===== config.mk =====
export PLATFORM = sky130hd
export DESIGN_NAME = split_result_collector_flat
export DESIGN_NICKNAME = d
export VERILOG_FILES = /design/src/rtl/split_result_collector_if.sv /design/src/rtl/split_result_collector.sv /design/src/flat_wrapper.sv
export SDC_FILE = /design/constraint.sdc
export NUM_CORES = 1
export LEC_CHECK = 0
export BUFFER_PORTS_ARGS = -buffer_cell sky130_fd_sc_hd__buf_2
export CORE_MARGIN = 1
export CORE_UTILIZATION = 55
export CTS_CLUSTER_SIZE = 8
export DETAILED_ROUTE_END_ITERATION = 10
export MAX_ROUTING_LAYER = met4
export PLACE_DENSITY = 0.8
export SLEW_MARGIN = 10
export SYNTH_ARGS = -nofsm -noshare
export SYNTH_HDL_FRONTEND = slang
export SYNTH_SLANG_ARGS = --single-unit

===== constraint.sdc =====
create_clock -name clk -period 2.4 [get_ports clk]
set_input_delay 0.48 -clock clk [delete_from_list [all_inputs] [get_ports clk]]
set_output_delay 0.48 -clock clk [all_outputs]
set_load 0.005 [all_outputs]

===== src/rtl/split_result_collector_if.sv =====
// -----------------------------------------------------------------------------
// split_result_collector_if
//
// Purpose:
//   Beat stream that carries one assignment's worth of split constraint
//   results into the collector.
//
// Handshake:
//   A beat is transferred on a rising clock edge where in_valid and in_ready
//   are both 1. in_x and in_last are only meaningful while in_valid is 1.
//   The master may hold in_valid high for any number of cycles. in_ready
//   comes from a register in the slave and never depends on in_valid, so
//   there is no combinational loop through the handshake.
//
// Signals:
//   in_valid  master -> slave  in_x / in_last carry a beat this cycle
//   in_ready  slave  -> master slave takes a beat this cycle
//   in_x      master -> slave  bit i = x output of split_i for this assignment
//   in_last   master -> slave  this beat is the final assignment of the run
// -----------------------------------------------------------------------------
interface split_result_collector_if #(
   parameter int NUM_SPLITS = 8
);
   logic                  in_valid;
   logic                  in_ready;
   logic [NUM_SPLITS-1:0] in_x;
   logic                  in_last;

   modport master (
      output in_valid,
      output in_x,
      output in_last,
      input  in_ready
   );

   modport slave (
      input  in_valid,
      input  in_x,
      input  in_last,
      output in_ready
   );
endinterface


===== src/rtl/split_result_collector.sv =====
// -----------------------------------------------------------------------------
// split_result_collector
//
// Purpose:
//   Collects the x outputs of NUM_SPLITS split constraints over a run of
//   assignments. A beat whose in_x bits are all 1 is a satisfying assignment;
//   any other beat is unsatisfying. The block counts both kinds, remembers the
//   index of the first satisfying assignment and keeps a sticky mask of the
//   splits that have ever reported 0.
//
//   FSM: IDLE --start--> RUN --accepted beat with in_last--> DONE
//        DONE --start--> RUN (fresh run, results cleared)
//   start is ignored while in RUN. Results hold in IDLE and DONE.
//
// Parameters:
//   NUM_SPLITS  number of split outputs per assignment (width of in_x)
//   CNT_W       width of the counters and of the assignment index
//
// Ports:
//   clk              rising-edge clock
//   rst              synchronous active-high reset, beats start and acceptance
//   start            pulse that begins a collection run (IDLE/DONE only)
//   bus              beat stream (slave side), see split_result_collector_if
//   sat_count        accepted beats with all in_x bits set (saturating)
//   unsat_count      accepted beats with some in_x bit clear (saturating)
//   first_sat_idx    index of the first satisfying beat of the run
//   first_sat_found  first_sat_idx is meaningful
//   fail_mask        bit i sticky-set once any accepted beat had in_x[i]=0
//   busy             state is RUN
//   done             state is DONE
//   fsm_state        encoded FSM state for observation (0 IDLE, 1 RUN, 2 DONE)
//
// Timing:
//   Every output is a register. An accepted beat shows up on the outputs in
//   the cycle after the accepting edge; done rises in the cycle after the
//   last beat is accepted.
// -----------------------------------------------------------------------------
module split_result_collector #(
   parameter int NUM_SPLITS = 8,
   parameter int CNT_W      = 16
) (
   input  logic                  clk,
   input  logic                  rst,
   input  logic                  start,
   split_result_collector_if.slave bus,
   output logic [CNT_W-1:0]      sat_count,
   output logic [CNT_W-1:0]      unsat_count,
   output logic [CNT_W-1:0]      first_sat_idx,
   output logic                  first_sat_found,
   output logic [NUM_SPLITS-1:0] fail_mask,
   output logic                  busy,
   output logic                  done,
   output logic [1:0]            fsm_state
);

   typedef enum logic [1:0] {
      IDLE = 2'd0,
      RUN  = 2'd1,
      DONE = 2'd2
   } state_t;

   localparam logic [CNT_W-1:0] CNT_MAX = '1;

   state_t           state;
   logic             ready_q;
   logic [CNT_W-1:0] idx;
   logic             accept;
   logic             all_set;

   // ready_q is set together with the RUN state, so in_ready is a pure
   // register output and the handshake has no path from in_valid.
   assign bus.in_ready = ready_q;
   assign fsm_state    = state;

   assign accept  = ready_q & bus.in_valid;
   assign all_set = &bus.in_x;

   always_ff @(posedge clk) begin
      if (rst) begin
         state           <= IDLE;
         ready_q         <= 1'b0;
         busy            <= 1'b0;
         done            <= 1'b0;
         idx             <= '0;
         sat_count       <= '0;
         unsat_count     <= '0;
         first_sat_idx   <= '0;
         first_sat_found <= 1'b0;
         fail_mask       <= '0;
      end else begin
         case (state)
            IDLE, DONE: begin
               // Results stay untouched here until a new run starts.
               if (start) begin
                  state           <= RUN;
                  ready_q         <= 1'b1;
                  busy            <= 1'b1;
                  done            <= 1'b0;
                  idx             <= '0;
                  sat_count       <= '0;
                  unsat_count     <= '0;
                  first_sat_idx   <= '0;
                  first_sat_found <= 1'b0;
                  fail_mask       <= '0;
               end
            end

            RUN: begin
               if (accept) begin
                  if (all_set) begin
                     if (sat_count != CNT_MAX) begin
                        sat_count <= sat_count + 1'b1;
                     end
                     // Only the first satisfying beat of the run is recorded.
                     if (!first_sat_found) begin
                        first_sat_idx   <= idx;
                        first_sat_found <= 1'b1;
                     end
                  end else begin
                     if (unsat_count != CNT_MAX) begin
                        unsat_count <= unsat_count + 1'b1;
                     end
                     fail_mask <= fail_mask | ~bus.in_x;
                  end

                  // idx saturates like the counters, so on very long runs
                  // first_sat_idx reports CNT_MAX rather than a wrapped value.
                  if (idx != CNT_MAX) begin
                     idx <= idx + 1'b1;
                  end

                  // The last beat is counted above and the run closes on
                  // the same edge.
                  if (bus.in_last) begin
                     state   <= DONE;
                     ready_q <= 1'b0;
                     busy    <= 1'b0;
                     done    <= 1'b1;
                  end
               end
            end

            default: begin
               state   <= IDLE;
               ready_q <= 1'b0;
               busy    <= 1'b0;
               done    <= 1'b0;
            end
         endcase
      end
   end

endmodule


===== src/flat_wrapper.sv =====
// flat-port wrapper written by rule: the top's interface ports become plain ports
module split_result_collector_flat 
#(
   parameter int NUM_SPLITS = 8,
   parameter int CNT_W      = 16
)
  (clk, rst, start, sat_count, unsat_count, first_sat_idx, first_sat_found, fail_mask, busy, done, fsm_state, bus_in_valid, bus_in_x, bus_in_last, bus_in_ready);
  split_result_collector_if #(.NUM_SPLITS(NUM_SPLITS)) bus_i ();
  input  logic clk;
  input  logic rst;
  input  logic start;
  output logic [CNT_W-1:0] sat_count;
  output logic [CNT_W-1:0] unsat_count;
  output logic [CNT_W-1:0] first_sat_idx;
  output logic first_sat_found;
  output logic [NUM_SPLITS-1:0] fail_mask;
  output logic busy;
  output logic done;
  output logic [1:0] fsm_state;
  input wire logic [$bits(bus_i.in_valid)-1:0] bus_in_valid;
  input wire logic [$bits(bus_i.in_x)-1:0] bus_in_x;
  input wire logic [$bits(bus_i.in_last)-1:0] bus_in_last;
  output wire logic [$bits(bus_i.in_ready)-1:0] bus_in_ready;
  assign bus_i.in_valid = bus_in_valid;
  assign bus_i.in_x = bus_in_x;
  assign bus_i.in_last = bus_in_last;
  assign bus_in_ready = bus_i.in_ready;
  split_result_collector #(.NUM_SPLITS(NUM_SPLITS), .CNT_W(CNT_W)) u_core (.clk(clk), .rst(rst), .start(start), .bus(bus_i), .sat_count(sat_count), .unsat_count(unsat_count), .first_sat_idx(first_sat_idx), .first_sat_found(first_sat_found), .fail_mask(fail_mask), .busy(busy), .done(done), .fsm_state(fsm_state));
endmodule

## Word level (Yosys, flattened, before mapping)

Cells that the tools add are included.

- Add/sub/neg operators: 3
- Equal/unequal tests: 14
- Mux-type cells: 35
- Bitwise operators: 3
- Reduce and logical (&&, ||, !) cells: 11

Operators with widths:

| cell | count |
|---|---|
| 16-bit 2-to-1 mux | 12 |
| 16-bit one-hot mux with 2 select lines | 4 |
| 16-bit by 1-bit adder with 16-bit output (second input constant) | 3 |
| 16-bit != test (second input constant) | 3 |
| 8-bit 2-to-1 mux | 3 |
| 8-bit one-hot mux with 2 select lines | 1 |
| 5-bit AND reduction | 3 |
| 4-bit AND reduction | 3 |
| 2-bit by 1-bit != test with 1-bit output (second input constant) | 5 |
| 1-bit 2-to-1 mux | 8 |
| 2-bit != test (second input constant) | 4 |
| 8-bit inverter | 1 |
| 8-bit OR | 1 |
| 8-bit AND reduction | 1 |
| 2-bit 2-to-1 mux | 3 |
| 1-bit one-hot mux with 2 select lines | 3 |
| 2-bit one-hot mux with 2 select lines | 1 |
| 3-bit AND reduction | 1 |
| 2-bit by 1-bit == test with 1-bit output (second input constant) | 1 |
| 2-bit == test (second input constant) | 1 |
| 2-bit zero test | 1 |
| 2-bit nonzero test | 1 |
| 2-bit OR reduction | 1 |
| 1-bit AND | 1 |

- Bits in registers: 77
- Bits of input ports: 13
- Output and inout port bits: 62
- Logic and storage cells: 75

## Longest topological paths before layout

Gate-level depths: netlist (run 1).

- Depth in word-level cells: 5
- Depth in mapped cells: 8
- Mapped depth without buffers: 6

## Worst setup path after synthesis (run 1)

No wires, ideal clock.

- Kind: reg2reg
- From: register u_core.unsat_count[0]
- To: register u_core.unsat_count[7]
- Library setup time: 0.117 ns
- Arrival: 1.827 ns
- Required time: 2.283 ns
- Path slack: 0.455 ns
- Cell stages (with the launch flop): 8
- Path buffers: 1
- Period minus slack after synthesis: 1.945 ns
- Path through: dfxtp_1 ha_1 nand3_2 nor4_2 and4_1 buf_2 nor3_2 a32o_1

- Longest elaborated chain between the ends: 5
- Elaborated cells on any way between the ends: 8
- Classes of those cells: add/sub (1); eq/ne (2); mux (4); reduce/logical (1)

Ends and longest elaborated chain:

| element | RTL line | source |
|---|---|---|
| start, declared | split_result_collector.sv:47 | `output logic [CNT_W-1:0] unsat_count,` |
| start signal, assigned | split_result_collector.sv:121 | `unsat_count <= unsat_count + 1'b1;` |
| 16-bit by 1-bit adder with 16-bit output | split_result_collector.sv:121 |  |
| 16-bit 2-to-1 mux | split_result_collector.sv:120 | `if (unsat_count != CNT_MAX) begin` |
| 16-bit 2-to-1 mux | split_result_collector.sv:110 | `if (all_set) begin` |
| 16-bit 2-to-1 mux | split_result_collector.sv:109 | `if (accept) begin` |
| 16-bit one-hot mux with 2 select lines | split_result_collector.sv:91 | `case (state)` |

Parallel ways exist; a longest one is shown, timed or not. The select of a mux whose other input is x is not followed.
A chain may end at the register's enable or synchronous reset.

## Worst setup path in the final report (run 1)

- From: register u_core.sat_count[0]
- To: register u_core.sat_count[10]

- Longest elaborated chain between the ends: 5
- Elaborated cells on any way between the ends: 8
- Classes of those cells: add/sub (1); eq/ne (2); mux (4); reduce/logical (1)

Ends and longest elaborated chain:

| element | RTL line | source |
|---|---|---|
| start, declared | split_result_collector.sv:46 | `output logic [CNT_W-1:0] sat_count,` |
| start signal, assigned | split_result_collector.sv:112 | `sat_count <= sat_count + 1'b1;` |
| 16-bit by 1-bit adder with 16-bit output | split_result_collector.sv:112 |  |
| 16-bit 2-to-1 mux | split_result_collector.sv:111 | `if (sat_count != CNT_MAX) begin` |
| 16-bit 2-to-1 mux | split_result_collector.sv:110 |  |
| 16-bit 2-to-1 mux | split_result_collector.sv:109 |  |
| 16-bit one-hot mux with 2 select lines | split_result_collector.sv:91 |  |

Parallel ways exist; a longest one is shown, timed or not. The select of a mux whose other input is x is not followed.

==> results of run 1 <==
[cells in the final DEF (no fill, tap or decap), types with 2 or more instances in the layout]
cell type / Yosys / routed
a31oi_1: 5 / 5
a21oi_1: 33 / 33
and3_1: 8 / 8
nor3_1: 7 / 7
o31ai_2: 2 / 2
buf_2: 5 / 74
o311ai_0: 2 / 2
and4_1: 8 / 8
clkbuf_8: 0 / 9
a41o_1: 2 / 2
ha_1: 3 / 3
and2_1: 5 / 5
a31o_2: 3 / 3
nor2_1: 39 / 39
clkinv_4: 0 / 2
o211ai_1: 8 / 8
a32o_1: 6 / 6
or2_2: 3 / 3
nand4_1: 32 / 32
a311oi_1: 5 / 5
buf_4: 5 / 16
nand3_1: 24 / 24
nor2b_1: 4 / 3
mux2i_1: 5 / 5
or4_1: 2 / 2
nand2b_1: 3 / 3
nor3b_1: 3 / 3
nand4_2: 2 / 2
o31ai_1: 11 / 11
nor4_1: 3 / 3
nand2_1: 48 / 48
or3_1: 4 / 4
o21a_1: 13 / 13
o32ai_1: 3 / 3
o21ai_0: 21 / 21
inv_1: 8 / 8
dfxtp_1: 76 / 76
clkinv_2: 0 / 4
[where the power goes]
| group | switching [mW] | internal (mW) |
|---|---|---|
| registers | 0.00947 | 1.27 |
| clock network | 0.489 | 0.476 |
| logic | 0.159 | 0.0837 |
[final cells by class]
class | count | area (µm²) | area share (%)
clock inverters | 7 | 67.6 | 1.51
clock buffers | 9 | 124 | 2.78
flip-flops and latches | 76 | 1520 | 34.1
repair buffers | 91 | 510 | 11.4
multi-input cells | 342 | 2110 | 47.3
inverters | 8 | 30.0 | 0.673
well taps | 80 | 100 | 2.24
[stage by stage]
| stage | setup slack, ps | power, mW | instances |
|---|---|---|---|
| floorplan | 455 | 1.47 | 460 |
| global placement | 286 | 1.54 | 597 |
| detailed placement | 222 | 1.55 | 597 |
| CTS | 233 | 2.50 | 613 |
| global route | 122 | 2.58 | 613 |
| finish | 241 | 2.49 | 613 |
[layer usage]
layer | part of all wire, % | up-vias | global-route usage, %
met5 | 0 | - | -
met4 | 2.6 | 0 | 15.6
li1 | - | 1866 | -
met2 | 46 | 210 | 45.7
met3 | 8.2 | 26 | 5.35
met1 | 44 | 1865 | 40.4
[worst max-delay path: stages, from the launching register on]
cell,delay [ps]
dfxtp_1,420
ha_1,240
nand2_1,100
or3_1,520
o31a_1,440
a211o_1,300
o41ai_2,50
[cell families after synthesis]
| group | count (synthesis) | share of synthesized area (%) |
|---|---|---|
| and+or+nand+nor | 205 | 28.8 |
| AOI/OAI and AO/OA | 128 | 23.7 |
| DFF | 76 | 39.8 |
| buffers and inverters | 42 | 5.17 |
| muxes | 5 | 1.31 |
| adders and majority gates | 3 | 0.981 |
| xor gates and xnor gates | 1 | 0.229 |
[final timing paths]
check                          startpoint                      end  slack, ps
hold / removal                bus_in_x[5]      u_core.fail_mask[5]        440
setup / recovery      u_core.sat_count[0]     u_core.sat_count[10]        240
hold reg to reg   u_core.first_sat_idx[1]  u_core.first_sat_idx[1]        450
setup reg to reg      u_core.sat_count[0]     u_core.sat_count[10]        240
[registers in the layout, summed over array words and instances (netlist names)]
register and cells:
u_core.bus.in_ready 1, u_core.fail_mask 8, u_core.first_sat_found 1, u_core.first_sat_idx 16
u_core.fsm_state 2, u_core.idx 16, u_core.sat_count 16, u_core.unsat_count 16
==> impl_metrics.tcl, run 1 <==
set metrics [dict create \
    finalHoldViolations 0 \
    cts_made_buffers 9 \
    overflow 0 \
    fin_nets 544 \
    detail_route.first_pass.iterations 5 \
    synth_common_cells "76 x dfxtp_1, 48 x nand2_1, 39 x nor2_1" \
    diodes 0 \
    root_buffer "clkbuf_8" \
    core_mm2 0.00676 \
    n_fill_cell 567 \
    syn2layout_area_growth_pct 16.6 \
    die-width_um 85.4 \
    globalRouteTotalUtil_pct 30.8 \
    final.period_utilization_pct 90.0 \
    drive_gt1_share_pct 24.0 \
    drv_slew 0 \
    maxCapViolCount 0 \
    vdd_drop_max_mv 0.331 \
    path_clk_slew_ps 80 \
    cts_setup_buffers 0 \
    antenna_found_initial 0 \
    initial_core_util_pct 56.6 \
    portBuffers 74 \
    worstPathRequired_ps 2660 \
    rsz0062_at_grt "no" \
    crit_arrival_ps 2420 \
    cp_max_fo 8 \
    grt_pass1_vias 3644 \
    ys_types 63 \
    drcViolationCount 0 \
    critPathKind "reg -> reg" \
    cts_tree "done" \
    via_per_inst 6.47 \
    cts_buffer_depth 2 \
    ant_nets 0 \
    critPathLaunchType "register" \
    vias 3967 \
    chipHeight_um 85.4 \
    grt_first_pass_wirelength_um 17400 \
    synth.avg_cell_area_um2 8.32 \
    clock.fmax_ghz 0.463 \
    syn_area_mm2 0.00383 \
    final_area_mm2 0.00446 \
    slew_headroom_pct 56.6 \
    io_pins 75 \
    synth.area.top_cells "dfxtp_1 40%, nand4_1 5.2%, nand2_1 4.7%, a21oi_1 4.3%, nor2_1 3.8%" \
    synthFlopType "dfxtp_1" \
    place_area_mm2 0.00427 \
    worstSkewPairLatency_ps 360 \
    htree_num_levels 3 \
    crit_path_end_kind "register" \
    reg2regPathDepth 6 \
    yosysTopAreaCell "dfxtp_1" \
    place_congestion 0.910 \
    setup_violations 0 \
    dieArea_mm2 0.00729 \
    ctsResizeCount 0 \
    dpl.hpwl_um 7220 \
    routed_wl_um 10300 \
    power.density_mw_per_mm2 558 \
    p_leak_nw 1.77 \
    cts.sinks 76 \
    synth_edf_count 0 \
    setup_tns_ps 0 \
    status "finished, final reports clean" \
    yosysTopAreaCellShare_pct 39.8 \
    hold_buffers 0 \
    grt_max_degree 45 \
    syn_nets 476 \
    rows 30 \
    whs_ps 439 \
    yosys_warnings 0 \
    tightest_slew_ps 651 \
    fin_crit_ps 2160 \
    hp-class "in -> reg" \
    drt_iter0_markers 276 \
    yosysMostFrequentCell "dfxtp_1" \
    holdPathStages 3 \
    post_drt_wl_per_cell_um 16.8 \
    final_util_pct 66.1 \
    synth_seq_cells 76 \
    netlist_instances 460 \
    fin_skew_ps 10.5 \
    synth_seq_area_share_pct 39.8 \
    async_flop_share_pct 0 \
]
No activity file was read; power rests on OpenSTA's default activity.
==> inputs of run 2 (changes only) <==
--- a/config.mk
+++ b/config.mk
@@ -5,13 +5,13 @@
 export SDC_FILE = /design/constraint.sdc
 export NUM_CORES = 1
 export LEC_CHECK = 0
-export BUFFER_PORTS_ARGS = -buffer_cell sky130_fd_sc_hd__buf_2
 export CORE_MARGIN = 1
 export CORE_UTILIZATION = 55
 export CTS_CLUSTER_SIZE = 8
 export DETAILED_ROUTE_END_ITERATION = 10
+export DONT_BUFFER_PORTS = 1
 export MAX_ROUTING_LAYER = met4
-export PLACE_DENSITY = 0.8
+export PLACE_DENSITY = 0.7
 export SLEW_MARGIN = 10
 export SYNTH_ARGS = -nofsm -noshare
 export SYNTH_HDL_FRONTEND = slang
==> impl_metrics.tcl, run 2 (synthesis gave the netlist of run 1 again) <==
set metrics [dict create \
    drive_gt1_share_pct 10.9 \
    place_congestion 0.845 \
    cts_tree "done" \
    power.density_mw_per_mm2 591 \
    drcViolationCount 0 \
    cts_buffer_depth 2 \
    maxCapViolCount 0 \
    p_leak_nw 1.38 \
    path_cells "ha_1, nand3_2, nor4_4, and4_1, nor3_2, a32o_1" \
    crit_arrival_ps 2450 \
    post_drt_wl_per_cell_um 17.9 \
    detail_route.first_pass.iterations 4 \
    critPathLaunchType "register" \
    drv_slew 0 \
    path_buf_inv 0 \
    cts.sinks 76 \
    via_per_inst 6.55 \
    final.period_utilization_pct 91.9 \
    core_mm2 0.00676 \
    diodes 0 \
    hp-class "in -> reg" \
    slew_headroom_pct 55.1 \
    dieArea_mm2 0.00729 \
    root_buffer "clkbuf_8" \
    finalHoldViolations 0 \
    fin_cells 538 \
    fin_crit_ps 2210 \
    syn2layout_area_growth_pct 6.64 \
    worstPathRequired_ps 2650 \
    fin_nets 469 \
    setup_tns_ps 0 \
    grt_pass1_vias 3268 \
    rows 30 \
    vias 3524 \
    cts_made_buffers 9 \
    worst_path_max_delay_cell "dfxtp_1" \
    n_fill_cell 600 \
    drt_iter0_markers 220 \
    reg2reg_slack_ps 190 \
    htree_num_levels 3 \
    layout_commonest_cell "dfxtp_1" \
    path_clk_slew_ps 80 \
    crit_family "simple AND/OR/NAND/NOR gates" \
    critPathKind "reg -> reg" \
    final_cell_mix "76 x dfxtp_1, 48 x nand2_1, 39 x nor2_1, 33 x a21oi_1, 32 x nand4_1" \
    overflow 0 \
    vdd_drop_max_mv 0.283 \
    portBuffers 0 \
    routed_wl_um 9620 \
    ant_nets 0 \
    io_pins 75 \
    globalRouteTotalUtil_pct 28.2 \
    fin_skew_ps 7.41 \
    die-width_um 85.4 \
    rsz0062_at_grt "no" \
    grt_max_degree 52 \
    clock.fmax_ghz 0.453 \
    setup_violations 0 \
    dp.cells 522 \
    antenna_found_initial 0 \
    tightest_slew_ps 674 \
    initial_core_util_pct 56.6 \
    chipHeight_um 85.4 \
    worstSkewPairLatency_ps 360 \
    cp_slowest_stage_delay_ps 470 \
    crit_path_end_kind "register" \
    status "finished, final reports clean" \
    cp_max_fo 8 \
    dpl.hpwl_um 6510 \
    grt_first_pass_wirelength_um 15900 \
]
run 2: changes by cell type in the layout (fill, tap and decap cells not counted), sizes merged:
cell / previous run / this run
buf: 91 / 16
bufinv: 1 / 0
clkbuf: 9 / 15
clkinv: 6 / 1
run 2: worst paths after layout:
path / startpoint / to / depth (start not counted)
max: u_core.unsat_count[0] / u_core.unsat_count[3] / 6
min: rst / u_core.sat_count[1] / 1
max reg2reg: u_core.unsat_count[0] / u_core.unsat_count[3] / 6
min reg2reg: u_core.first_sat_idx[1] / u_core.first_sat_idx[1] / 2
run 2: layout make-up:
type	instances	area, µm²	area share, %
multi-input cells	342	2130	52.1
repair buffers	16	120	2.94
clock inverters	1	5.00	0.123
well taps	80	100	2.45
flip-flops and latches	76	1520	37.3
clock buffers	15	176	4.32
inverters	8	30.0	0.736
run 2: worst reg2reg max path: cells and delay by family (launching register included):
kind / cells / cell delay, ps
AND/OR/NAND/NOR: 4 / 1100
AO/OA/AOI/OAI: 1 / 270
flip-flops: 1 / 470
adder cells (fa/ha/maj): 1 / 250
run 2: timing repair:
action / in CTS / in global routing
gates resized for setup: 0 / 2
buffers inserted: 0 / 0
hold buffers: 0 / 0
setup endpoints to repair: 0 / 21
run 2: stage by stage:
step	hold slack, ps	area, µm²	total power [mW]	utilization [%]	setup slack (ps)
floorplan	445	3830	1.47	-	455
CTS	181	4060	2.42	60.1	106
detailed placement	458	3880	1.51	57.4	133
finish	188	4080	2.41	60.4	194
global route	178	4080	2.51	60.4	2.92
global placement	454	3880	1.51	57.4	208
run 2: report_power, final:
part	switching, mW	leakage [nW]	total, mW	internal (mW)
sequential	0.0149	0.613	1.29	1.27
combinational	0.132	0.674	0.200	0.0680
clock	0.464	0.0937	0.925	0.461
total	0.610	1.38	2.41	1.80
run 2: metal layers:
metal	up-vias	track usage (%)	wire, µm
li1	1726	-	-
met1	1689	34.4	4380
met2	93	46.6	4640
met3	16	5.06	428
met4	0	10.2	168
met5	-	-	0
